===== config.mk =====
export PLATFORM = sky130hd
export DESIGN_NAME = pr_bridge_flat
export DESIGN_NICKNAME = d
export VERILOG_FILES = /design/src/rtl/pr_pkg.sv /design/src/rtl/pr_bridge_if.sv /design/src/rtl/pr_decode.sv /design/src/rtl/pr_bridge.sv /design/src/flat_wrapper.sv
export SDC_FILE = /design/constraint.sdc
export NUM_CORES = 1
export LEC_CHECK = 0
export ABC_AREA = 1
export BUFFER_PORTS_ARGS = -buffer_cell sky130_fd_sc_hd__buf_2
export CAP_MARGIN = 20
export CORE_ASPECT_RATIO = 1.75
export CORE_MARGIN = 2
export CORE_UTILIZATION = 45
export DETAILED_ROUTE_END_ITERATION = 12
export GPL_TIMING_DRIVEN = 0
export PLACE_DENSITY = 0.88
export SLEW_MARGIN = 20
export SYNTH_ARGS = -nofsm -noshare
export SYNTH_HDL_FRONTEND = slang
export SYNTH_HIERARCHICAL = 1
export SYNTH_SLANG_ARGS = --single-unit

===== constraint.sdc =====
create_clock -name clk -period 3.9 [get_ports clk]
set_clock_uncertainty 0.2 [all_clocks]
set_input_delay 0.78 -clock clk [delete_from_list [all_inputs] [get_ports clk]]
set_output_delay 0.78 -clock clk [all_outputs]
set_load 0.01 [all_outputs]

===== src/rtl/pr_pkg.sv =====
// Shared definitions for the peripheral register bridge: FSM encoding,
// default address map and the per-device word offsets.
package pr_pkg;

    typedef enum logic [1:0] {
        IDLE   = 2'd0,
        ACCESS = 2'd1,
        DONE   = 2'd2
    } state_t;

    typedef enum logic [1:0] {
        CTRL   = 2'd0,
        PRESET = 2'd1,
        COUNT  = 2'd2
    } word_ofs_t;

    localparam logic [31:0] DEF_BASE   = 32'h0000_7F00;
    localparam int unsigned DEF_STRIDE = 16;
    localparam logic [31:0] ERR_RDATA  = 32'h0;

    // Width of a device select; a single device still needs one bit.
    function automatic int unsigned sel_width(input int unsigned ndev);
        return (ndev > 1) ? $clog2(ndev) : 1;
    endfunction

endpackage


===== src/rtl/pr_bridge_if.sv =====
// CPU-side request/response and device-side register bus of the bridge.
// The slave modport is the bridge's view, master is the CPU/device side.
interface pr_bridge_if #(
    parameter int unsigned NDEV = 3
);
    logic                   cpu_req;
    logic                   cpu_we;
    logic [31:0]            cpu_addr;
    logic [31:0]            cpu_wdata;
    logic [31:0]            cpu_rdata;
    logic                   cpu_ready;
    logic                   cpu_err;
    logic [1:0]             dev_addr;
    logic [31:0]            dev_wdata;
    logic [NDEV-1:0]        dev_we;
    logic [NDEV*32-1:0]     dev_rdata;
    logic [NDEV-1:0]        dev_irq;
    logic [5:0]             hw_int;

    modport slave (
        input  cpu_req, cpu_we, cpu_addr, cpu_wdata, dev_rdata, dev_irq,
        output cpu_rdata, cpu_ready, cpu_err, dev_addr, dev_wdata, dev_we, hw_int
    );

    modport master (
        output cpu_req, cpu_we, cpu_addr, cpu_wdata, dev_rdata, dev_irq,
        input  cpu_rdata, cpu_ready, cpu_err, dev_addr, dev_wdata, dev_we, hw_int
    );

endinterface


===== src/rtl/pr_decode.sv =====
// Combinational address decoder: device window hit, device select,
// interrupt-mask register hit, and error for everything else.
module pr_decode
    import pr_pkg::*;
#(
    parameter int unsigned NDEV   = 3,
    parameter logic [31:0] BASE   = DEF_BASE,
    parameter int unsigned STRIDE = DEF_STRIDE
)(
    input  logic [31:0]                 addr,
    output logic                        hit,
    output logic [sel_width(NDEV)-1:0]  sel,
    output logic                        is_mask,
    output logic                        err
);

    localparam logic [31:0] SPAN = 32'(NDEV * STRIDE);
    localparam logic [31:0] STR  = 32'(STRIDE);

    logic [31:0] off;

    // Addresses below BASE wrap to large offsets and so never hit.
    always_comb begin
        off     = addr - BASE;
        hit     = (off < SPAN) && (((off % STR) >> 2) <= 32'(COUNT));
        sel     = sel_width(NDEV)'(off / STR);
        is_mask = (addr == BASE + SPAN);
        err     = !hit && !is_mask;
    end

endmodule


===== src/rtl/pr_bridge.sv =====
// MIPS data-memory to peripheral register bridge: fixed two-cycle access
// FSM, one-hot write strobes, read mux and a maskable interrupt vector.
module pr_bridge
    import pr_pkg::*;
#(
    parameter int unsigned NDEV   = 3,
    parameter logic [31:0] BASE   = DEF_BASE,
    parameter int unsigned STRIDE = DEF_STRIDE
)(
    input  logic        clk,
    input  logic        reset,
    pr_bridge_if.slave  bus
);

    localparam int unsigned SELW = sel_width(NDEV);

    state_t            state, state_nx;
    logic              dec_hit, dec_mask, dec_err;
    logic [SELW-1:0]   dec_sel;
    logic              lat_we, lat_hit, lat_mask, lat_err;
    logic [SELW-1:0]   lat_sel;
    logic [1:0]        addr_q;
    logic [31:0]       wdata_q;
    logic [31:0]       rdata_q;
    logic [5:0]        mask_q;
    logic [5:0]        hw_int_q;
    logic              accept;
    logic              ready;
    logic              err;
    logic [NDEV-1:0]   we;
    logic [31:0]       rd_arr [NDEV];

    pr_decode #(.NDEV(NDEV), .BASE(BASE), .STRIDE(STRIDE)) u_decode (
        .addr    (bus.cpu_addr),
        .hit     (dec_hit),
        .sel     (dec_sel),
        .is_mask (dec_mask),
        .err     (dec_err)
    );

    always_ff @(posedge clk) begin
        if (reset) state <= IDLE;
        else       state <= state_nx;
    end

    // Strobe and completion are gated by reset so an access caught by a
    // reset is dropped in that very cycle rather than one cycle later.
    always_comb begin
        state_nx = state;
        accept   = 1'b0;
        ready    = 1'b0;
        err      = 1'b0;
        we       = '0;
        case (state)
            IDLE: begin
                if (bus.cpu_req) begin
                    accept   = 1'b1;
                    state_nx = ACCESS;
                end
            end
            ACCESS: begin
                state_nx = DONE;
                if (lat_we && lat_hit && !reset)
                    we = NDEV'(1) << lat_sel;
            end
            DONE: begin
                state_nx = IDLE;
                ready    = !reset;
                err      = lat_err && !reset;
            end
            default: state_nx = IDLE;
        endcase
    end

    always_comb begin
        for (int i = 0; i < NDEV; i++)
            rd_arr[i] = bus.dev_rdata[32*i +: 32];
    end

    // Datapath registers; the interrupt vector samples every cycle.
    always_ff @(posedge clk) begin
        if (reset) begin
            lat_we   <= 1'b0;
            lat_hit  <= 1'b0;
            lat_mask <= 1'b0;
            lat_err  <= 1'b0;
            lat_sel  <= '0;
            addr_q   <= '0;
            wdata_q  <= '0;
            rdata_q  <= '0;
            mask_q   <= 6'b111111;
            hw_int_q <= '0;
        end else begin
            hw_int_q <= 6'(bus.dev_irq) & mask_q;
            if (accept) begin
                lat_we   <= bus.cpu_we;
                lat_hit  <= dec_hit;
                lat_mask <= dec_mask;
                lat_err  <= dec_err;
                lat_sel  <= dec_sel;
                addr_q   <= bus.cpu_addr[3:2];
                wdata_q  <= bus.cpu_wdata;
            end
            if (state == ACCESS) begin
                if (lat_err)
                    rdata_q <= ERR_RDATA;
                else if (!lat_we)
                    rdata_q <= lat_mask ? {26'b0, mask_q} : rd_arr[lat_sel];
                if (lat_we && lat_mask)
                    mask_q <= wdata_q[5:0];
            end
        end
    end

    assign bus.cpu_rdata = rdata_q;
    assign bus.cpu_ready = ready;
    assign bus.cpu_err   = err;
    assign bus.dev_addr  = addr_q;
    assign bus.dev_wdata = wdata_q;
    assign bus.dev_we    = we;
    assign bus.hw_int    = hw_int_q;

endmodule


===== src/flat_wrapper.sv =====
// flat-port wrapper written by rule: the top's interface ports become plain ports
module pr_bridge_flat import pr_pkg::*;
#(
    parameter int unsigned NDEV   = 3,
    parameter logic [31:0] BASE   = DEF_BASE,
    parameter int unsigned STRIDE = DEF_STRIDE
)
  (clk, reset, bus_cpu_req, bus_cpu_we, bus_cpu_addr, bus_cpu_wdata, bus_dev_rdata, bus_dev_irq, bus_cpu_rdata, bus_cpu_ready, bus_cpu_err, bus_dev_addr, bus_dev_wdata, bus_dev_we, bus_hw_int);
  pr_bridge_if #(.NDEV(NDEV)) bus_i ();
  input  logic clk;
  input  logic reset;
  input wire logic [$bits(bus_i.cpu_req)-1:0] bus_cpu_req;
  input wire logic [$bits(bus_i.cpu_we)-1:0] bus_cpu_we;
  input wire logic [$bits(bus_i.cpu_addr)-1:0] bus_cpu_addr;
  input wire logic [$bits(bus_i.cpu_wdata)-1:0] bus_cpu_wdata;
  input wire logic [$bits(bus_i.dev_rdata)-1:0] bus_dev_rdata;
  input wire logic [$bits(bus_i.dev_irq)-1:0] bus_dev_irq;
  output wire logic [$bits(bus_i.cpu_rdata)-1:0] bus_cpu_rdata;
  output wire logic [$bits(bus_i.cpu_ready)-1:0] bus_cpu_ready;
  output wire logic [$bits(bus_i.cpu_err)-1:0] bus_cpu_err;
  output wire logic [$bits(bus_i.dev_addr)-1:0] bus_dev_addr;
  output wire logic [$bits(bus_i.dev_wdata)-1:0] bus_dev_wdata;
  output wire logic [$bits(bus_i.dev_we)-1:0] bus_dev_we;
  output wire logic [$bits(bus_i.hw_int)-1:0] bus_hw_int;
  assign bus_i.cpu_req = bus_cpu_req;
  assign bus_i.cpu_we = bus_cpu_we;
  assign bus_i.cpu_addr = bus_cpu_addr;
  assign bus_i.cpu_wdata = bus_cpu_wdata;
  assign bus_i.dev_rdata = bus_dev_rdata;
  assign bus_i.dev_irq = bus_dev_irq;
  assign bus_cpu_rdata = bus_i.cpu_rdata;
  assign bus_cpu_ready = bus_i.cpu_ready;
  assign bus_cpu_err = bus_i.cpu_err;
  assign bus_dev_addr = bus_i.dev_addr;
  assign bus_dev_wdata = bus_i.dev_wdata;
  assign bus_dev_we = bus_i.dev_we;
  assign bus_hw_int = bus_i.hw_int;
  pr_bridge #(.NDEV(NDEV), .BASE(BASE), .STRIDE(STRIDE)) u_core (.clk(clk), .reset(reset), .bus(bus_i));
endmodule

# Word-level counts from Yosys, hierarchy flattened
# Cells that the tools add are included.
[op_classes]
shifts = 1
add_sub_neg = 1
n_mux = 14
n_reduce_logical = 12
magnitude_cmp = 3
n_bitwise = 2
n_eq_ne = 5
[op_table]
columns = ["cell", "count"]
rows = [
  ["two-way mux 32 bit", 5],
  ["binary-select mux 32 bit (select 2 bit)", 1],
  ["equality test 32 x 15 -> 1 bit, second input constant", 1],
  ["< comparator 32 x 6 -> 1 bit, second input constant", 1],
  ["subtractor 32 x 15 -> 32 bit, second input constant", 1],
  ["AND 3 x 6 -> 6 bit", 1],
  ["logical AND 1 bit", 6],
  ["two-way mux 3 bit", 2],
  ["two-way mux 1 bit", 4],
  ["inequality test 2 bit, second input constant", 2],
  ["one-hot mux 2 bit (2 select lines)", 1],
  ["AND reduction 2 bit", 2],
  ["greater-or-equal comparator 3 bit, second input constant", 1],
  ["zero test 1 bit", 3],
  ["inverter 2 -> 3 bit", 1],
  ["left shift 1 x 2 -> 3 bit, first input constant", 1],
  ["equality test 2 x 1 -> 1 bit, second input constant", 1],
  ["equality test 2 bit, second input constant", 1],
  ["less-or-equal comparator 2 bit, second input constant", 1],
  ["zero test 2 bit", 1],
  ["two-way mux 2 bit", 1],
]
[word_totals]
register_bits = 86
wordCells = 49

# Depth between registers and ports, before layout
[logic_depth]
depth_word = 7
depth_mapped = 13
mapped_depth_nobuf = 13

# Cells and area by module
# The synthesis kept the hierarchy.
[by_module_without_submodules]
columns = ["module", "seq_area_each_um2", "cells_per_inst", "area_per_inst_um2", "n_inst"]
rows = [
  ["pr_bridge", 1661.6, 547, 3708.6, 1],
  ["pr_decode", 0.0, 96, 464.2, 1],
]

# Worst setup path before layout
# No wires, ideal clock.
[synth_path]
path_type = "input to output"
start = "input port reset"
end = "output port bus_cpu_err"
setup_slack_ns = 1.512
arrival_time_ns = 1.408
required_ns = 2.920
cell_stages = 2
n_path_buf = 1
cell_sequence = "clkbuf_1 -> nor4_1"
[synth_between]
elab_chain_len = 3
[synth_lines]
columns = ["element", "line_no", "text"]
rows = [
  ["from (decl)", "flat_wrapper.sv:11", "input logic reset;"],
  ["zero test 1 bit", "pr_bridge.sv:69", "err = lat_err && !reset;"],
  ["logical AND 1 bit", "pr_bridge.sv:69", ""],
  ["two-way mux 1 bit", "pr_bridge.sv:54", "case (state)"],
  ["to (decl)", "flat_wrapper.sv:20", "output wire logic [$bits(bus_i.cpu_err)-1:0] bus_cpu_err;"],
]
# Every way passes these cells.

# Worst setup path after layout
[layout_path]
start = "input port reset"
end = "output port bus_dev_we[1]"
[layout_between]
elab_chain_len = 4
[layout_lines]
columns = ["element", "line_no", "text"]
rows = [
  ["zero test 1 bit", "pr_bridge.sv:63", "if (lat_we && lat_hit && !reset)"],
  ["logical AND 1 bit", "pr_bridge.sv:63", ""],
  ["two-way mux 3 bit", "pr_bridge.sv:63", ""],
  ["two-way mux 3 bit", "pr_bridge.sv:54", ""],
  ["to (decl)", "flat_wrapper.sv:23", "output wire logic [$bits(bus_i.dev_we)-1:0] bus_dev_we;"],
]
# Every way passes these cells.

==> impl_metrics.env <==
export IMPL_cp_arrival_ps=1670
export IMPL_gp_congestion=0.8844
export IMPL_power_density_mw_per_mm2=396.5
export IMPL_synth_common_cells="211 x nand2_1, 105 x nor2_1, 83 x dfxtp_1, 54 x nand3_1, 40 x o21ai_0"
export IMPL_internal_power_w=0.001673
export IMPL_htree_levels=3
export IMPL_cts_sinks=83
export IMPL_post_cts_buffers=0
export IMPL_layout_nets=1063
export IMPL_worst_path_buf_inv=4
export IMPL_cts_tree="built"
export IMPL_grt_pass1_vias=4635
export IMPL_via_count=4946
export IMPL_critical_path_slowest_cell="buf_2"
export IMPL_hold_path_depth=2
export IMPL_die_area_mm2=0.01009
export IMPL_dr_pass1_iters=6
export IMPL_ir_drop_mv=0.3366
export IMPL_drive_above_1_share_pct=33.96
export IMPL_utilization_pct=64.93
export IMPL_die_w_um=76.79
export IMPL_setup_viol=0
export IMPL_cp_end_kind="output port"
export IMPL_routed_via_density=4.844
export IMPL_core_mm2=0.009036
export IMPL_routedWlPerCell_um=13.69
export IMPL_drt_initial_drc_count=183
export IMPL_tightest_slew_ps=547.3
export IMPL_placed_cell_area_mm2=0.005532
export IMPL_required_ps=2920
export IMPL_rr_worst_depth=7
export IMPL_routed_wirelength_um=13980
export IMPL_maxSlewViolCount=0
export IMPL_synth_ff_type="dfxtp_1"
export IMPL_cts_resized=0
export IMPL_p_leak_nw=3.036
export IMPL_fmax_mhz=377.1
export IMPL_crit_top_cell="buf_2"
export IMPL_drv_cap=0
export IMPL_critical_path_max_stage_delay_ps=180
export IMPL_overflow=0
export IMPL_critical_path_class="in2out"
export IMPL_cts_reportedPaths_clkPinSlew_ps=60
export IMPL_status="completed"
export IMPL_critPathMaxFanout=10
export IMPL_synthCells=643
export IMPL_hold_viol_final=0
export IMPL_cts_buffers=9
export IMPL_path_cells="buf_2, inv_1, buf_2, nand4_1, nor3_1, buf_2"
export IMPL_ant_nets=0
export IMPL_finalNonFillerCells=1021
export IMPL_synth_most_common_cell="nand2_1"
export IMPL_cts_buffer_depth=2
export IMPL_cp_start_kind="input pin"
export IMPL_drc=0
export IMPL_ys_types=33
export IMPL_n_antenna_cell=0
export IMPL_grt_pass1_wl_um=21450
export IMPL_initial_core_util_pct=46.18
export IMPL_hpwl_um=11110
export IMPL_worst_r2r_endpoint="u_core/bus.cpu_rdata[18]$_SDFFE_PP0P_"
export IMPL_power_frac_clock_pct=40.6
export IMPL_worstSkewPairLatency_ps=330
export IMPL_syn_avg_cell_area_um2=6.490
export IMPL_regToRegSetupSlack_ps=2230
export IMPL_grtUsageTotal_pct=26.67
export IMPL_numPortBuffers=240
export IMPL_rows=46
export IMPL_yosysTopAreaCell="dfxtp_1"
export IMPL_ys_warn_count=6
export IMPL_critPathTopFamily="buffers and inverters"
export IMPL_ctsHoldBuffers=0
export IMPL_io_pins=244
export IMPL_grt_antenna_before_repair=0
export IMPL_synth_ff_latch_count=83
export IMPL_seq_area_frac_synth_pct=39.82
export IMPL_setup_tns_ps=0
export IMPL_synth_top_cell_area_share_pct=39.82
export IMPL_hp_class="reg2reg"
export IMPL_grt_max_degree=16
export IMPL_p_switching_w=0.0006529
export IMPL_worstHoldStart="u_core/mask_q[3]$_SDFFE_PP1P_"
export IMPL_synth_edf_count=0
export IMPL_p_comb_share_pct=19.6
export IMPL_die_height_um=131.4
export IMPL_min_to="u_core/mask_q[3]$_SDFFE_PP1P_"
export IMPL_ys_top_cells_by_area="dfxtp_1 40%, nand2_1 19%, nor2_1 9.4%, nand3_1 6.5%, o21ai_0 4.8%"
export IMPL_ys_async_sr_fraction_pct=0
export IMPL_relSlewSlack_pct=63.51
export IMPL_dp_cells=1005
export IMPL_syn_cell_area_mm2=0.004173
export IMPL_rsz0062_at_grt="no"
export IMPL_final_cell_area_mm2=0.005867
export IMPL_syn_to_final_growth_pct=40.60
export IMPL_netSwitchingFraction_pct=28.07
export IMPL_r2r_start="u_core/lat_sel[1]$_SDFFE_PP0P_"
export IMPL_p_seq_share_pct=39.9
export IMPL_root_buffer="clkbuf_16"
export IMPL_fin_crit_sh_pct=67.99
export IMPL_fin_crit_ps=2652
[cells by family (layout without fill, tap and decap cells)]
group / count (synthesis) / in the layout / share of synthesized area (%)
AOI/OAI and AO/OA: 80 / 80 / 9.745
other: 1 / 3 / 0.08987
DFF: 83 / 83 / 39.82
and+or+nand+nor: 408 / 408 / 42.28
buffers and inverters: 70 / 326 / 7.856
xor gates and xnor gates: 1 / 1 / 0.2099
[state kept, by name, summed over array words and instances, names as in the netlist]
| signal | flops |
|---|---|
| u_core/lat_we | 1 |
| u_core/lat_mask | 1 |
| u_core/lat_sel | 2 |
| u_core/state | 2 |
| u_core/lat_err | 1 |
| u_core/bus.dev_addr | 2 |
| u_core/bus.hw_int | 3 |
| u_core/lat_hit | 1 |
| u_core/bus.dev_wdata | 32 |
| u_core/bus.cpu_rdata | 32 |
| u_core/mask_q | 6 |
[tightest hold or removal path: stages, from the launching register on]
cell,delay (ps)
dfxtp_1,330
nand2_1,50
nand3_1,50
[area by class of cell]
cell class | instances | area, um2
Buffer | 38 | 207.7
Clock buffer | 10 | 239.0
Clock inverter | 6 | 96.34
Fill cell | 852 | 3169
Inverter | 32 | 120.1
Multi-Input combinational cell | 492 | 2191
Sequential cell | 83 | 1662
Tap cell | 120 | 150.1
Timing Repair Buffer | 240 | 1201
[through the flow]
| step | hold slack, ps | total power [W] | setup WS, ps |
|---|---|---|---|
| detailed placement | 243.1 | 0.001397 | 1252 |
| floorplan | 223.1 | 0.001197 | 1512 |
| finish | 258.2 | 0.002326 | 1248 |
| global placement | 240.5 | 0.001389 | 1271 |
| global route | 275.6 | 0.002430 | 1090 |
| CTS | 259.8 | 0.002337 | 1247 |
[routing by layer]
metal | vias up | track usage (%) | share of wire, %
met5 | - | 0 | 0
met4 | 0 | 11.31 | 3.4
met3 | 34 | 6.937 | 7.4
li1 | 2537 | - | -
met1 | 2155 | 23.03 | 34
met2 | 220 | 54.63 | 55
[worst max path at each step]
stage,depth (start not counted),to,startpoint,slack (ps)
4_1_cts,6,bus_dev_we[1],reset,1250
2_1_floorplan,2,bus_cpu_err,reset,1510
3_3_place_gp,6,bus_dev_we[2],reset,1270
5_1_grt,6,bus_dev_we[1],reset,1090
6_report,6,bus_dev_we[1],reset,1250
3_5_place_dp,6,bus_dev_we[1],reset,1250
[cell usage in the layout (no fill, tap or decap), types with 6 or more instances in the layout]
| master | instances |
|---|---|
| buf_2 | 253 |
| nand2_1 | 211 |
| nor2_1 | 105 |
| dfxtp_1 | 83 |
| nand3_1 | 54 |
| o21ai_0 | 40 |
| a21oi_1 | 37 |
| inv_1 | 27 |
| clkbuf_1 | 13 |
| clkbuf_16 | 9 |
| buf_4 | 9 |
| nor3_1 | 7 |
| nor2_2 | 7 |
| nor2_4 | 6 |
| nand4_1 | 6 |
[power by group through the flow]
stage	Clock (W)	Combinational, W	Sequential (W)
after global routing	0.000995	0.000502	0.000933
after CTS	0.000957	0.000452	0.000928
after detailed placement	0	0.000450	0.000946
after floorplan	0	0.000230	0.000967
final	0.000944	0.000455	0.000928
after global placement	0	0.000445	0.000944
Note: power is estimated with default switching activity, not from simulation.
